<file path="config.mk">
export PLATFORM = sky130hd
export DESIGN_NAME = mem_access_unit
export DESIGN_NICKNAME = d
export VERILOG_FILES = /design/src/rtl/mem_access_unit_pkg.sv /design/src/rtl/mem_timeout_ctr.sv /design/src/rtl/mem_access_unit.sv
export SDC_FILE = /design/constraint.sdc
export NUM_CORES = 1
export LEC_CHECK = 0
export CELL_PAD_IN_SITES_DETAIL_PLACEMENT = 0
export CELL_PAD_IN_SITES_GLOBAL_PLACEMENT = 1
export CORE_UTILIZATION = 45
export CTS_BUF_LIST = sky130_fd_sc_hd__clkbuf_8
export DETAILED_ROUTE_END_ITERATION = 10
export DONT_BUFFER_PORTS = 1
export PLACE_DENSITY_LB_ADDON = 0.1
export SLEW_MARGIN = 20
export SYNTH_ARGS = -nofsm -noshare
export SYNTH_HDL_FRONTEND = slang
export SYNTH_SLANG_ARGS = --single-unit
export TNS_END_PERCENT = 100
</file>
<file path="constraint.sdc">
create_clock -name clk -period 6.6 [get_ports clk]
set_input_delay 1.32 -clock clk [delete_from_list [all_inputs] [get_ports clk]]
set_output_delay 1.32 -clock clk [all_outputs]
set_load 0.01 [all_outputs]
</file>
<file path="src/rtl/mem_access_unit_pkg.sv">
// rtl/mem_access_unit_pkg.sv - shared state encoding and width defaults for the memory access stage
package mem_access_unit_pkg;

  localparam int ADDR_W_DEF = 32;
  localparam int DATA_W_DEF = 32;

  typedef enum logic [1:0] {
    ST_IDLE = 2'd0,
    ST_REQ  = 2'd1,
    ST_DONE = 2'd2
  } state_t;

  // A command touches memory only when exactly one of load/store is requested.
  function automatic logic is_mem_cmd(input logic ld, input logic st);
    return ld ^ st;
  endfunction

endpackage

</file>
<file path="src/rtl/mem_timeout_ctr.sv">
// rtl/mem_timeout_ctr.sv - request-wait counter; flags the cycle that exhausts the allowed wait
module mem_timeout_ctr #(
  parameter int LIMIT = 255
) (
  input  logic clk,
  input  logic rst,
  input  logic enable,
  input  logic clear,
  output logic limit_reached
);

  localparam int CW = $clog2(LIMIT + 1);

  logic [CW-1:0] count;

  always_ff @(posedge clk or posedge rst) begin
    if (rst) begin
      count <= '0;
    end else if (clear) begin
      count <= '0;
    end else if (enable && (count != CW'(LIMIT))) begin
      count <= count + 1'b1;
    end
  end

  // Fires during the LIMIT-th consecutive un-acked request cycle.
  assign limit_reached = enable && (count == CW'(LIMIT - 1));

endmodule

</file>
<file path="src/rtl/mem_access_unit.sv">
// rtl/mem_access_unit.sv - load/store access stage producing MDR; optional MEM_ACCESS_TIMEOUT_EN abort
module mem_access_unit
  import mem_access_unit_pkg::*;
#(
  parameter int ADDR_W         = ADDR_W_DEF,
  parameter int DATA_W         = DATA_W_DEF,
  parameter int TIMEOUT_CYCLES = 255
) (
  input  logic              clk,
  input  logic              rst,
  input  logic              start,
  input  logic              is_load,
  input  logic              is_store,
  input  logic [ADDR_W-1:0] addr,
  input  logic [DATA_W-1:0] wdata,
  output logic              mem_req,
  output logic              mem_we,
  output logic [ADDR_W-1:0] mem_addr,
  output logic [DATA_W-1:0] mem_wdata,
  input  logic [DATA_W-1:0] mem_rdata,
  input  logic              mem_ack,
  output logic [DATA_W-1:0] mdr,
  output logic              busy,
  output logic              done,
  output logic              err
);

  state_t state;
  logic   timeout;

`ifdef MEM_ACCESS_TIMEOUT_EN
  logic err_q;

  mem_timeout_ctr #(
    .LIMIT(TIMEOUT_CYCLES)
  ) u_timeout (
    .clk          (clk),
    .rst          (rst),
    .enable       ((state == ST_REQ) && !mem_ack),
    .clear        (state != ST_REQ),
    .limit_reached(timeout)
  );

  assign err = err_q;
`else
  logic unused_timeout_cfg;

  assign unused_timeout_cfg = |TIMEOUT_CYCLES;
  assign timeout            = 1'b0;
  assign err                = 1'b0;
`endif

  // mem_addr/mem_wdata/mem_we double as the latched command registers.
  always_ff @(posedge clk or posedge rst) begin
    if (rst) begin
      state     <= ST_IDLE;
      mdr       <= '0;
      mem_req   <= 1'b0;
      mem_we    <= 1'b0;
      mem_addr  <= '0;
      mem_wdata <= '0;
      busy      <= 1'b0;
      done      <= 1'b0;
`ifdef MEM_ACCESS_TIMEOUT_EN
      err_q     <= 1'b0;
`endif
    end else begin
      case (state)
        ST_IDLE: begin
          done <= 1'b0;
          if (start) begin
            busy <= 1'b1;
            if (is_mem_cmd(is_load, is_store)) begin
              state     <= ST_REQ;
              mem_req   <= 1'b1;
              mem_we    <= is_store;
              mem_addr  <= addr;
              mem_wdata <= wdata;
            end else begin
              state <= ST_DONE;
              done  <= 1'b1;
            end
          end
        end
        ST_REQ: begin
          if (mem_ack) begin
            if (!mem_we) begin
              mdr <= mem_rdata;
            end
            mem_req <= 1'b0;
            done    <= 1'b1;
            state   <= ST_DONE;
          end else if (timeout) begin
            mem_req <= 1'b0;
            done    <= 1'b1;
`ifdef MEM_ACCESS_TIMEOUT_EN
            err_q   <= 1'b1;
`endif
            state   <= ST_DONE;
          end
        end
        ST_DONE: begin
          done  <= 1'b0;
          busy  <= 1'b0;
`ifdef MEM_ACCESS_TIMEOUT_EN
          err_q <= 1'b0;
`endif
          state <= ST_IDLE;
        end
        default: begin
          mem_req <= 1'b0;
          done    <= 1'b0;
          busy    <= 1'b0;
          state   <= ST_IDLE;
        end
      endcase
    end
  end

endmodule

</file>
## Yosys cells after proc, flatten, opt, wreduce, memory -nomap -nowiden

Cells that the tools add are included.

| word-level totals | value |
|---|---|
| latch bits | 0 |
| word-level logic and storage cells | 37 |
| output and inout port bits | 101 |
| memories kept | 0 |
| ROM bits | 0 |
| RAM bits | 0 |
| bits in registers | 102 |
| bits of input ports | 102 |

| operators by class | value |
|---|---|
| reductions and logical operators | 6 |
| equality and inequality tests | 5 |
| multipliers | 0 |
| mux-type cells | 14 |
| shifts and indexed selects | 0 |
| div/mod/pow operators | 0 |
| bitwise operators | 4 |
| add/sub/neg operators | 0 |
| $lt $le $gt $ge | 0 |

Operator list:

| operator | count |
|---|---|
| two-way mux 1 bit | 7 |
| two-way mux 2 bit | 3 |
| != test 2 bit, second input constant | 3 |
| AND reduction 3 bit | 2 |
| one-hot mux 1 bit (2 select lines) | 2 |
| one-hot mux 2 bit (2 select lines) | 1 |
| AND reduction 2 bit | 2 |
| AND reduction 4 bit | 1 |
| inverter 1 bit | 3 |
| one-hot mux 1 bit (3 select lines) | 1 |
| == test 2 x 1 -> 1 bit, second input constant | 1 |
| == test 2 bit, second input constant | 1 |
| logical NOT 2 bit | 1 |
| bitwise XOR 1 bit | 1 |

## Depth between registers and ports, before layout

Gate-level depths: netlist of the first run.

| depth | value |
|---|---|
| word-level depth | 4 |
| mapped depth | 6 |
| depth with buffers taken out | 3 |

## Least setup slack after synthesis of the first run

OpenSTA, ideal clock, no wires.

| path | value |
|---|---|
| path kind | input to register |
| from | input is_store |
| to | register mem_addr[0] |
| arrival | 2.362 ns |
| slack | 4.113 ns |
| path buffers | 2 |
| data required time | 6.475 ns |
| stages | 5 |
| setup time | 0.125 ns |
| path through | xnor2_1 nand2b_1 buf_2 buf_2 mux2_2 |

| between the ends | value |
|---|---|
| longest elaborated chain between the ends | 2 |

RTL lines:

| element | line | source |
|---|---|---|
| from (decl) | mem_access_unit.sv:13 | `input logic is_store,` |
| bitwise XOR 1 bit | mem_access_unit_pkg.sv:15 | `return ld ^ st;` |
| AND reduction 3 bit (no line) | - |  |
| to (signal assigned) | mem_access_unit.sv:77 | `mem_addr <= addr;` |
| to (decl) | mem_access_unit.sv:18 | `output logic [ADDR_W-1:0] mem_addr,` |

Every way passes these cells.
A chain may end at the register's enable or synchronous reset.

## Worst setup path in the final report of the first run

| path | value |
|---|---|
| from | input is_store |
| to | register mem_wdata[23] |

| between the ends | value |
|---|---|
| longest elaborated chain between the ends | 2 |

RTL lines:

| element | line | source |
|---|---|---|
| bitwise XOR 1 bit | mem_access_unit_pkg.sv:15 |  |
| AND reduction 3 bit (no line) | - |  |
| to (signal assigned) | mem_access_unit.sv:78 | `mem_wdata <= wdata;` |
| to (decl) | mem_access_unit.sv:19 | `output logic [DATA_W-1:0] mem_wdata,` |

Every way passes these cells.

==> load_flow_metrics.sql, run 1 <==
INSERT INTO impl_metrics (metric_group, metric, value, unit) VALUES
('run_status', 'outcome', 'finished, final reports clean', ''),
('cells_and_area', 'register_area', '2550', 'µm²'),
('setup_path', 'critical_path_class', 'input pin to register', ''),
('timing', 'clock_skew', '0.0103', 'ns'),
('route', 'firstDrtPassIters', '4', ''),
('clock_tree', 'hold_buffers', '0', ''),
('route', 'detail_route.vias_per_cell', '5.42', ''),
('synth', 'post_synth.cell_area_avg', '16.6', 'µm²'),
('place', 'place.detailed.instances', '327', ''),
('synth', 'synth.net_count', '334', ''),
('setup_path', 'reg2reg_from', 'state[1]$_DFFE_PP0P_', ''),
('min_path', 'timing.hold.worst_path_depth', '1', ''),
('route', 'final_antenna_net_count', '0', ''),
('die', 'chipWidth', '94.5', 'µm'),
('route', 'dr.first_iter.drc_count', '37', ''),
('die', 'num_rows', '33', ''),
('setup_path', 'worst_setup_path_end_kind', 'register', ''),
('setup_path', 'crit_buf_inv', '1', ''),
('clock_tree', 'cts.root.buffer_cell', 'sky130_fd_sc_hd__clkbuf_8', ''),
('timing', 'slew_headroom', '0.412', ''),
('clock_tree', 'cts_htree_levels', '3', ''),
('clock_tree', 'cts_tree', 'built', ''),
('synth', 'post_synth_xor_area_fraction', '0.00227', ''),
('power_and_ir_drop', 'comb_power_share', '0.164', ''),
('synth', 'combinational_family_with_the_most_area_after_synthesis', 'multiplexers', ''),
('cells_and_area', 'ratio_of_cells_with_drive_above_1_in_the_final_layout', '0.487', ''),
('min_path', 'hold_class', 'register to register', ''),
('clock_tree', 'cts_buffer_depth', '2', ''),
('synth', 'post_synth_edffs', '0', ''),
('setup_path', 'crit_fanout', '48', ''),
('setup_path', 'worst_ep_arrival_time', '2.97', 'ns'),
('power_and_ir_drop', 'switching_share', '0.313', ''),
('synth', 'ys_dominant_reg_cell', 'sky130_fd_sc_hd__dfrtp_1', ''),
('setup_path', 'reg2reg_depth', '4', ''),
('timing', 'final-hold-violation-count', '0', ''),
('cells_and_area', 'final-instance-count-excl-fill', '341', ''),
('power_and_ir_drop', 'leakage', '1.80', 'nW'),
('synth', 'yosys.area_share.adder', '0', ''),
('cells_and_area', 'area_of_combinational_cells_with_multiple_inputs', '1210', 'µm²'),
('clock_tree', 'clkSlewWorstSetupHoldPaths', '0.09', 'ns'),
('timing', 'slew_viol_final', '0', ''),
('setup_path', 'critical_path_cell_count', '4', ''),
('timing', 'worst-slew-pin-transition', '0.883', 'ns'),
('route', 'drc_errors', '0', ''),
('global_route', 'largest_net_degree_at_the_start_of_global_routing', '103', ''),
('cells_and_area', 'layout.cell_area.non_filler', '4180', 'µm²'),
('cells_and_area', 'nNetsFinal', '335', ''),
('power_and_ir_drop', 'seq_power_share', '0.599', ''),
('route', 'drt_wl_total', '7120', 'µm'),
('route', 'vias', '1848', ''),
('clock_tree', 'cts.repair.resized', '0', ''),
('clock_tree', 'cts.sink_count', '102', ''),
('clock_tree', 'clock_network_latency_to_the_later_pin_of_the_worst_skew_pair', '0.35', 'ns'),
('global_route', 'global_route_wire_length_before_repair', '10600', 'µm'),
('setup_path', 'cp_top_family', 'buffers and inverters', ''),
('setup_path', 'cp_slowest_cell', 'sky130_fd_sc_hd__buf_4', ''),
('die', 'initial_utilization', '0.467', ''),
('timing', 'clock.fmax', '0.366', 'GHz'),
('place', 'io_buffer_count', '0', ''),
('synth', 'synth_compound_area_frac', '0.0133', ''),
('power_and_ir_drop', 'switching_power', '0.651', 'mW'),
('min_path', 'hp-start', 'mdr[13]$_DFFE_PP0P_', ''),
('place', 'placed_area', '3930', 'µm²'),
('setup_path', 'crit_required', '6.84', 'ns'),
('timing', 'finalCriticalPeriod', '2.73', 'ns'),
('global_route', 'globalRouteTotalUtil', '0.161', ''),
('power_and_ir_drop', 'powerDensity', '497', 'nW/µm²'),
('synth', 'syn-cell-area', '3850', 'µm²'),
('cells_and_area', 'antenna_cells_inserted', '0', ''),
('synth', 'post_synth_mux_area_share', '0.281', ''),
('synth', 'synth_simple_gate_area_frac', '0.0162', '');
==> final timing paths <==
path                                              to  slack (ns)
min reg2reg                      mdr[13]$_DFFE_PP0P_        0.57
max in group asynchronous   mem_addr[26]$_DFFE_PP0P_        4.99
max reg2reg                mem_wdata[23]$_DFFE_PP0P_        4.45
min                              mdr[13]$_DFFE_PP0P_        0.57
max                        mem_wdata[23]$_DFFE_PP0P_        3.87
min in group asynchronous  mem_wdata[20]$_DFFE_PP0P_        0.97
==> logic make-up (layout without fill, tap and decap cells) <==
logic type	count (synthesis)	count (layout)
buf+inv	15	19
other cells	1	1
xor+xnor	1	1
mux	96	96
simple gates	8	8
compound gates	9	9
flops	102	102
==> Yosys cell counts (2+ instances only) <==
master / n / area share
sky130_fd_sc_hd__inv_1: 2 / 0.0019
sky130_fd_sc_hd__buf_6: 3 / 0.0088
sky130_fd_sc_hd__a21oi_1: 5 / 0.0065
sky130_fd_sc_hd__mux2_1: 2 / 0.0058
sky130_fd_sc_hd__buf_2: 8 / 0.010
sky130_fd_sc_hd__nand2_1: 3 / 0.0029
sky130_fd_sc_hd__dfrtp_1: 102 / 0.66
sky130_fd_sc_hd__o21ai_0: 2 / 0.0026
sky130_fd_sc_hd__mux2_2: 94 / 0.27
==> metal layers <==
layer	GRT usage	wire, µm
met1	0.182	2590
met2	0.267	3680
met3	0.0797	755
met4	0.0530	84
met5	0	0
==> metrics by stage <==
stage / setup slack [ns] / util / total power, mW
final: 3.87 / 0.507 / 2.08
after floorplan: 2.60 / - / 1.50
after global placement: 3.60 / 0.475 / 1.58
after global routing: 3.71 / 0.507 / 2.20
after detailed placement: 3.48 / 0.475 / 1.61
after CTS: 3.87 / 0.507 / 2.11
==> cell usage in the layout (no fill, tap or decap), types with 2 or more instances in the layout <==
cell type                     n
sky130_fd_sc_hd__mux2_2      94
sky130_fd_sc_hd__clkbuf_8    10
sky130_fd_sc_hd__mux2_1       2
sky130_fd_sc_hd__nand2_1      3
sky130_fd_sc_hd__a21oi_1      5
sky130_fd_sc_hd__o21ai_0      2
sky130_fd_sc_hd__bufinv_16    4
sky130_fd_sc_hd__dfrtp_1    102
sky130_fd_sc_hd__buf_4        2
==> area by class of cell <==
| class | count | area share |
|---|---|---|
| Clock buffer | 10 | 0.0329 |
| Clock inverter | 4 | 0.0287 |
| Inverter | 3 | 0.00389 |
| Multi-Input combinational cell | 115 | 0.289 |
| Sequential cell | 102 | 0.610 |
| Tap cell | 105 | 0.0314 |
| Timing Repair Buffer | 2 | 0.00359 |
==> power by group through the flow <==
stage / sequential, mW / combinational, mW / clock, mW
3_5_place_dp: 1.26 / 0.352 / 0
4_1_cts: 1.25 / 0.351 / 0.505
6_report: 1.25 / 0.340 / 0.493
2_1_floorplan: 1.19 / 0.311 / 0
3_3_place_gp: 1.26 / 0.320 / 0
5_1_grt: 1.29 / 0.380 / 0.532
==> registers in the layout (all words and copies together), names as in the netlist <==
register / count
mem_req: 1
busy: 1
mem_we: 1
mem_wdata: 32
state: 2
mdr: 32
done: 1
mem_addr: 32
Power figures use the tool's default switching activity.
==> run 2: changes to the inputs <==
==> constraint.sdc (replaced) <==
create_clock -name clk -period 2.7 [get_ports clk]
set_input_delay 0.54 -clock clk [delete_from_list [all_inputs] [get_ports clk]]
set_output_delay 0.54 -clock clk [all_outputs]
set_load 0.01 [all_outputs]
==> run 2 against run 1 <==
Routed wire length down 1.3%. Global-route usage decreased by 0.32 points. Non-clock buffer count up 3. Critical path depth is the same. Sequential share of layout area barely moved. Register-to-register slack got worse by 3.5 ns. Count of clock-buffer cells in the layout decreased by 1. Clock skew decreased by 0.0062 ns. Sequential power rose by 140%. Via count up 0.76%. Cell count is 0.88% higher. Combinational power is 150% higher. Critical endpoint is now mdr[23]$_DFFE_PP0P_.
==> load_flow_metrics.sql, run 2 (synthesis gave the netlist of run 1 again) <==
INSERT INTO impl_metrics (metric_group, metric, value, unit) VALUES
('run_status', 'outcome', 'finished, final reports clean', ''),
('clock_tree', 'cts.root.buffer_cell', 'sky130_fd_sc_hd__clkbuf_8', ''),
('die', 'initial_utilization', '0.467', ''),
('clock_tree', 'post-cts-setup-buffers', '0', ''),
('route', 'drt-wirelength-per-cell', '20.4', 'µm'),
('timing', 'worst-slew-pin-transition', '0.550', 'ns'),
('setup_path', 'cp-start-kind', 'register', ''),
('die', 'fp.dieArea', '8930', 'µm²'),
('global_route', 'grt_util_met2', '0.266', ''),
('global_route', 'global_route.overflow_total', '0', ''),
('clock_tree', 'cts_tree', 'built', ''),
('clock_tree', 'clock_network_latency_to_the_later_pin_of_the_worst_skew_pair', '0.34', 'ns'),
('setup_path', 'crit_fanout', '32', ''),
('global_route', 'initial_antenna_violation_count', '0', ''),
('global_route', 'groute.layer.met3.usage', '0.0668', ''),
('timing', 'slew_viol_final', '0', ''),
('die', 'num_rows', '33', ''),
('route', 'detail_route.vias_per_cell', '5.41', ''),
('min_path', 'hold_class', 'input pin to asynchronous set/reset pin', ''),
('place', 'io_buffer_count', '0', ''),
('clock_tree', 'cts.sink_count', '102', ''),
('power_and_ir_drop', 'leakage', '1.79', 'nW'),
('cells_and_area', 'ratio_of_cells_with_drive_above_1_in_the_final_layout', '0.490', ''),
('timing', 'finalCriticalPeriod', '1.72', 'ns'),
('die', 'ios', '203', ''),
('route', 'vias', '1862', ''),
('place', 'place.gp.congestion', '0.675', ''),
('job', 'maxCapViolations', '0', ''),
('setup_path', 'path_cells', 'inv_2 -> nor4b_4 -> buf_4 -> mux2_2', ''),
('setup_path', 'cp_slowest_cell', 'sky130_fd_sc_hd__dfrtp_1', ''),
('global_route', 'largest_net_degree_at_the_start_of_global_routing', '45', ''),
('clock_tree', 'hold_buffers', '0', ''),
('route', 'drc_errors', '0', ''),
('clock_tree', 'cts_made_buffers', '9', ''),
('die', 'floorplan.die.height', '94.5', 'µm'),
('setup_path', 'crit_required', '2.93', 'ns'),
('setup_path', 'critical_path_class', 'register to register', ''),
('cells_and_area', 'area_delta_synth_final', '8.61', '%'),
('power_and_ir_drop', 'ir_worst_vdd', '437', 'µV'),
('timing', 'final.setup.tns', '0', 'ns'),
('timing', 'fin_crit_sh', '0.637', ''),
('global_route', 'use_met1', '0.174', ''),
('die', 'core_region_area', '8260', 'µm²'),
('global_route', 'globalRoute.busiestLayer', 'met2', ''),
('power_and_ir_drop', 'powerDensity', '1180', 'nW/µm²'),
('clock_tree', 'cts_htree_levels', '3', ''),
('route', 'drt_wl_total', '7020', 'µm'),
('cells_and_area', 'biggestRegsByFlops', 'mdr (32), mem_addr (32), mem_wdata (32)', ''),
('route', 'dr.first_iter.drc_count', '29', ''),
('clock_tree', 'clkSlewWorstSetupHoldPaths', '0.08', 'ns'),
('timing', 'slew_headroom', '0.633', ''),
('place', 'post-dp-hpwl', '5350', 'µm'),
('cells_and_area', 'nNetsFinal', '338', ''),
('setup_path', 'worst_path_largest_cell_delay', '0.45', 'ns'),
('setup_path', 'reg2reg_depth', '4', ''),
('timing', 'final-hold-violation-count', '0', ''),
('clock_tree', 'cts_buffer_depth', '2', ''),
('timing', 'rsz0062_at_grt', 'no', ''),
('global_route', 'via_count_of_the_first_global_routing_pass', '1994', ''),
('cells_and_area', 'layout.cell_area.non_filler', '4180', 'µm²'),
('timing', 'clock.fmax', '0.582', 'GHz'),
('clock_tree', 'cts.repair.resized', '0', ''),
('timing', 'finalSetupViolCount', '0', ''),
('global_route', 'globalRouteTotalUtil', '0.158', ''),
('route', 'firstDrtPassIters', '4', ''),
('cells_and_area', 'antenna_cells_inserted', '0', ''),
('setup_path', 'worst_setup_path_end_kind', 'register', ''),
('cells_and_area', 'final_common_cell', 'sky130_fd_sc_hd__dfrtp_1', ''),
('place', 'placed_area', '3960', 'µm²'),
('global_route', 'global_route_wire_length_before_repair', '10300', 'µm'),
('setup_path', 'worst_ep_arrival_time', '1.95', 'ns'),
('cells_and_area', 'final_cell_mix', '102 x sky130_fd_sc_hd__dfrtp_1, 94 x sky130_fd_sc_hd__mux2_2, 9 x sky130_fd_sc_hd__clkbuf_8', ''),
('die', 'chipWidth', '94.5', 'µm'),
('timing', 'clock_skew', '0.00410', 'ns'),
('route', 'final_antenna_net_count', '0', '');
==> run 2: changes by cell type in the layout (fill, tap and decap cells not counted), sizes merged <==
cell,before,now
buf,2,5
clkinvlp,0,2
bufinv,4,3
clkbuf,10,9
==> run 2: through the flow <==
step	cells	hold WS, ns	setup slack (ns)	util	power [mW]
final	344	0.105	0.981	0.507	4.95
after global routing	344	0.127	0.879	0.507	5.24
after global placement	330	0.479	0.904	0.479	3.86
after detailed placement	330	0.489	0.801	0.479	3.95
after floorplan	232	0.509	0.942	-	3.66
after CTS	344	0.107	0.974	0.507	5.03
==> run 2: path summary, 6_finish.rpt <==
check,start,end,slack [ns]
min in group clk,is_load,mem_we$_DFFE_PP0P_,0.27
min,rst,mem_addr[21]$_DFFE_PP0P_,0.11
max,state[0]$_DFFE_PP0P_,mdr[23]$_DFFE_PP0P_,0.98
max in group asynchronous,rst,mem_wdata[28]$_DFFE_PP0P_,1.76
max reg2reg,state[0]$_DFFE_PP0P_,mdr[23]$_DFFE_PP0P_,0.98
min reg2reg,mem_req$_DFFE_PP0P_,mem_req$_DFFE_PP0P_,0.57
==> run 2: critical path, delay by kind of cell (launching register included) <==
| kind | cells | cell delay (ns) |
|---|---|---|
| AND/OR/NAND/NOR | 1 | 0.27 |
| buffers and inverters | 2 | 0.48 |
| multiplexers | 1 | 0.39 |
| flip-flops | 1 | 0.45 |
==> run 2: cell type report <==
cell class / instances / area [µm²]
Tap cell: 105 / 131
Inverter: 3 / 15.0
Clock inverter: 5 / 101
Sequential cell: 102 / 2550
Clock buffer: 9 / 124
Fill cell: 683 / 4070
Multi-Input combinational cell: 115 / 1210
Timing Repair Buffer: 5 / 50.0
==> run 2: per-layer routing <==
layer	vias to the layer above	wire, µm
li1	807	-
met1	928	2430
met5	-	0
met4	0	106
met3	11	789
met2	116	3700
==> run 2: where the power goes <==
part           switching [mW]  leakage, nW  internal (mW)
Sequential              0.820         1.21           2.22
Clock                   0.464        0.113          0.602
Combinational           0.289        0.473          0.553
==> run 3: changes to the inputs <==
--- a/config.mk
+++ b/config.mk
@@ -5,9 +5,10 @@
 export SDC_FILE = /design/constraint.sdc
 export NUM_CORES = 1
 export LEC_CHECK = 0
+export ABC_AREA = 1
 export CELL_PAD_IN_SITES_DETAIL_PLACEMENT = 0
 export CELL_PAD_IN_SITES_GLOBAL_PLACEMENT = 1
-export CORE_UTILIZATION = 45
+export CORE_UTILIZATION = 42
 export CTS_BUF_LIST = sky130_fd_sc_hd__clkbuf_8
 export DETAILED_ROUTE_END_ITERATION = 10
 export DONT_BUFFER_PORTS = 1
==> constraint.sdc (replaced) <==
create_clock -name clk -period 1.5 [get_ports clk]
set_input_delay 0.3 -clock clk [delete_from_list [all_inputs] [get_ports clk]]
set_output_delay 0.3 -clock clk [all_outputs]
set_load 0.01 [all_outputs]
==> run 3 against run 2 <==
Power increased by 71%. Fmax increased by 32%. Core utilization decreased by 2.7 points. Area after synthesis increased by 6.3%. Combinational power increased by 67%. Critical path type unchanged. Largest cell class unchanged. Largest power group unchanged.
==> load_flow_metrics.sql, run 3 <==
INSERT INTO impl_metrics (metric_group, metric, value, unit) VALUES
('clock_tree', 'post-cts-setup-buffers', '0', ''),
('route', 'drt_wl_total', '9550', 'µm'),
('synth', 'ys_dominant_reg_cell', 'sky130_fd_sc_hd__dfrtp_1', ''),
('setup_path', 'worst_ep_arrival_time', '1.59', 'ns'),
('cells_and_area', 'ratio_of_cells_with_drive_above_1_in_the_final_layout', '0.0774', ''),
('cells_and_area', 'final-instance-count-excl-fill', '581', ''),
('timing', 'whs', '0.0721', 'ns'),
('cells_and_area', 'final_cell_mix', '202 x sky130_fd_sc_hd__nand2_1, 102 x sky130_fd_sc_hd__dfrtp_1, 100 x sky130_fd_sc_hd__nand3_1', ''),
('route', 'vias', '2923', ''),
('timing', 'final.setup.tns', '0', 'ns'),
('synth', 'yosysWarnings', '0', ''),
('timing', 'finalSetupViolCount', '0', ''),
('synth', 'yosys.area.top_type', 'sky130_fd_sc_hd__dfrtp_1', ''),
('min_path', 'hold_class', 'input pin to register', ''),
('timing', 'finalCriticalPeriod', '1.30', 'ns'),
('place', 'post-dp-hpwl', '6480', 'µm'),
('global_route', 'global_route.overflow_total', '0', ''),
('die', 'num_rows', '35', ''),
('cells_and_area', 'biggestRegsByFlops', 'mdr (32), mem_addr (32), mem_wdata (32)', ''),
('run_status', 'outcome', 'finished, final reports clean', ''),
('clock_tree', 'cts.sink_count', '102', ''),
('setup_path', 'crit_top_cell', 'sky130_fd_sc_hd__nand3_1', ''),
('global_route', 'globalRouteTotalUtil', '0.190', ''),
('route', 'firstDrtPassIters', '4', ''),
('route', 'final_antenna_net_count', '0', ''),
('cells_and_area', 'nNetsFinal', '549', ''),
('clock_tree', 'cts.root.buffer_cell', 'sky130_fd_sc_hd__clkbuf_8', ''),
('place', 'placed_area', '4230', 'µm²'),
('synth', 'syn_inst', '455', ''),
('synth', 'post_synth_edffs', '0', ''),
('synth', 'syn-cell-area', '4090', 'µm²'),
('cells_and_area', 'layout.cell_area.non_filler', '4470', 'µm²'),
('setup_path', 'crit_fanout', '65', ''),
('clock_tree', 'clkSlewWorstSetupHoldPaths', '0.10', 'ns'),
('timing', 'finalWorstSetupSlack', '0.201', 'ns'),
('global_route', 'global_route_wire_length_before_repair', '14800', 'µm'),
('timing', 'clock_skew', '0.0115', 'ns'),
('synth', 'synth.yosys.seq_area_share', '0.623', ''),
('setup_path', 'critical_path_class', 'register to register', ''),
('synth', 'synth.most_common_cell', 'sky130_fd_sc_hd__nand2_1', ''),
('global_route', 'initial_antenna_violation_count', '0', ''),
('cells_and_area', 'area_delta_synth_final', '9.23', '%'),
('global_route', 'via_count_of_the_first_global_routing_pass', '2803', ''),
('die', 'initial_utilization', '0.439', ''),
('cells_and_area', 'register_area', '2550', 'µm²'),
('cells_and_area', 'area_of_combinational_cells_with_multiple_inputs', '1320', 'µm²'),
('place', 'io_buffer_count', '0', ''),
('clock_tree', 'cts_tree', 'built', ''),
('setup_path', 'path_cells', 'inv_2 -> nand2_1 -> nor2_4 -> buf_12 -> nand3_1 -> nand3_1', ''),
('clock_tree', 'cts_htree_levels', '3', ''),
('clock_tree', 'hold_buffers', '1', ''),
('synth', 'synth.area.top_cells', 'sky130_fd_sc_hd__dfrtp_1 62%, sky130_fd_sc_hd__nand2_1 19%, sky130_fd_sc_hd__nand3_1 12%', ''),
('timing', 'rsz0062_at_grt', 'no', ''),
('place', 'post-place-ws', '0.219', 'ns'),
('clock_tree', 'cts_buffer_depth', '2', ''),
('synth', 'ys_ff_latch', '102', ''),
('timing', 'final-hold-violation-count', '0', ''),
('timing', 'slew_viol_final', '0', ''),
('cells_and_area', 'fill_cells', '921', ''),
('setup_path', 'crit_required', '1.79', 'ns'),
('setup_path', 'cp_slowest_cell', 'sky130_fd_sc_hd__dfrtp_1', ''),
('die', 'floorplan.die.height', '101', 'µm'),
('timing', 'clock.fmax', '0.770', 'GHz'),
('power_and_ir_drop', 'leakage', '2.38', 'nW'),
('synth', 'synth_largest_type_area_fraction', '0.623', ''),
('clock_tree', 'clock_network_latency_to_the_later_pin_of_the_worst_skew_pair', '0.36', 'ns'),
('die', 'ios', '203', ''),
('synth', 'yosysUniqueCellTypes', '14', ''),
('route', 'detail_route.vias_per_cell', '5.03', ''),
('global_route', 'largest_net_degree_at_the_start_of_global_routing', '66', ''),
('setup_path', 'worst_setup_path_end_kind', 'register', ''),
('clock_tree', 'cts_made_buffers', '9', ''),
('place', 'place.detailed.instances', '564', ''),
('synth', 'synth.net_count', '557', ''),
('die', 'fp.dieArea', '10100', 'µm²'),
('power_and_ir_drop', 'powerDensity', '1890', 'nW/µm²'),
('cells_and_area', 'final_common_cell', 'sky130_fd_sc_hd__nand2_1', ''),
('place', 'place.gp.congestion', '0.752', ''),
('cells_and_area', 'antenna_cells_inserted', '0', ''),
('die', 'chipWidth', '101', 'µm'),
('route', 'drt-wirelength-per-cell', '16.4', 'µm'),
('job', 'maxCapViolations', '0', ''),
('setup_path', 'worst_path_largest_cell_delay', '0.42', 'ns'),
('die', 'core_region_area', '9330', 'µm²'),
('clock_tree', 'cts.repair.resized', '0', ''),
('synth', 'post_synth.cell_area_avg', '9.00', 'µm²'),
('cells_and_area', 'finish.utilization', '0.479', ''),
('route', 'dr.first_iter.drc_count', '113', ''),
('power_and_ir_drop', 'post-layout-total-power', '8.47', 'mW'),
('power_and_ir_drop', 'ir_worst_vdd', '606', 'µV'),
('route', 'drc_errors', '0', ''),
('setup_path', 'cp-start-kind', 'register', ''),
('synth', 'synth_async_sr_flop_share', '1.00', ''),
('timing', 'fin_crit_sh', '0.866', ''),
('synth', 'netlist_top_cells_count', '204 x sky130_fd_sc_hd__nand2_1, 102 x sky130_fd_sc_hd__dfrtp_1, 100 x sky130_fd_sc_hd__nand3_1', '');
## run 3: cell count changes in the layout (fill, tap and decap cells not counted), moves of 2 or more
cell | before | now
sky130_fd_sc_hd__nand3_1 | 1 | 100
sky130_fd_sc_hd__a21oi_1 | 5 | 1
sky130_fd_sc_hd__nand2_1 | 3 | 202
sky130_fd_sc_hd__buf_12 | 1 | 6
sky130_fd_sc_hd__nand2_2 | 0 | 2
sky130_fd_sc_hd__inv_1 | 2 | 6
sky130_fd_sc_hd__mux2_1 | 2 | 0
sky130_fd_sc_hd__clkinv_4 | 0 | 2
sky130_fd_sc_hd__mux2_2 | 94 | 0
sky130_fd_sc_hd__nor2_2 | 0 | 2
## run 3: logic make-up (layout without fill, tap and decap cells)
| logic type | after synthesis | after routing | synth area share |
|---|---|---|---|
| simple gates | 309 | 309 | 0.316 |
| other cells | 1 | 1 | 0.000916 |
| compound gates | 3 | 3 | 0.00367 |
| flops | 102 | 102 | 0.623 |
| buf+inv | 40 | 37 | 0.0562 |
## run 3: final cells by class
type / instances / share of cell area
sequential: 102 / 0.571
multi-input combinational: 313 / 0.295
timing repair buffer: 12 / 0.0375
tap: 129 / 0.0361
clock buffer: 10 / 0.0308
clock inverter: 6 / 0.0210
inverter: 9 / 0.00839
## run 3: worst paths after layout
| check | start | slack [ns] | cells past startpoint | to |
|---|---|---|---|---|
| worst max-delay path | state[1]$_DFFE_PP0P_ | 0.20 | 6 | done$_DFFE_PP0P_ |
| worst min-delay path | mem_rdata[26] | 0.07 | 2 | mdr[26]$_DFFE_PP0P_ |
| worst max register to register | state[1]$_DFFE_PP0P_ | 0.20 | 6 | done$_DFFE_PP0P_ |
| worst min register to register | mdr[1]$_DFFE_PP0P_ | 0.54 | 2 | mdr[1]$_DFFE_PP0P_ |
| min in group asynchronous | rst | 0.39 | 2 | mdr[30]$_DFFE_PP0P_ |
| max in group asynchronous | rst | 0.52 | 3 | mem_addr[25]$_DFFE_PP0P_ |
## run 3: critical path, delay by kind of cell, from the launching register on
family        cells  cell delay, ns
buf+inv           2            0.35
flops             1            0.42
simple gates      4            0.45
## run 3: where the power goes
part / internal, mW / total [mW] / switching [mW]
combinational: 0.535 / 1.41 / 0.878
sequential: 3.80 / 5.10 / 1.30
clock: 0.998 / 1.95 / 0.956
## run 3: per-layer routing
metal | track usage | up-vias | share of wire
met5 | 0 | - | 0
met4 | 0.0725 | 0 | 0.013
met3 | 0.0638 | 10 | 0.092
met2 | 0.307 | 118 | 0.48
met1 | 0.236 | 1363 | 0.41
li1 | - | 1432 | -
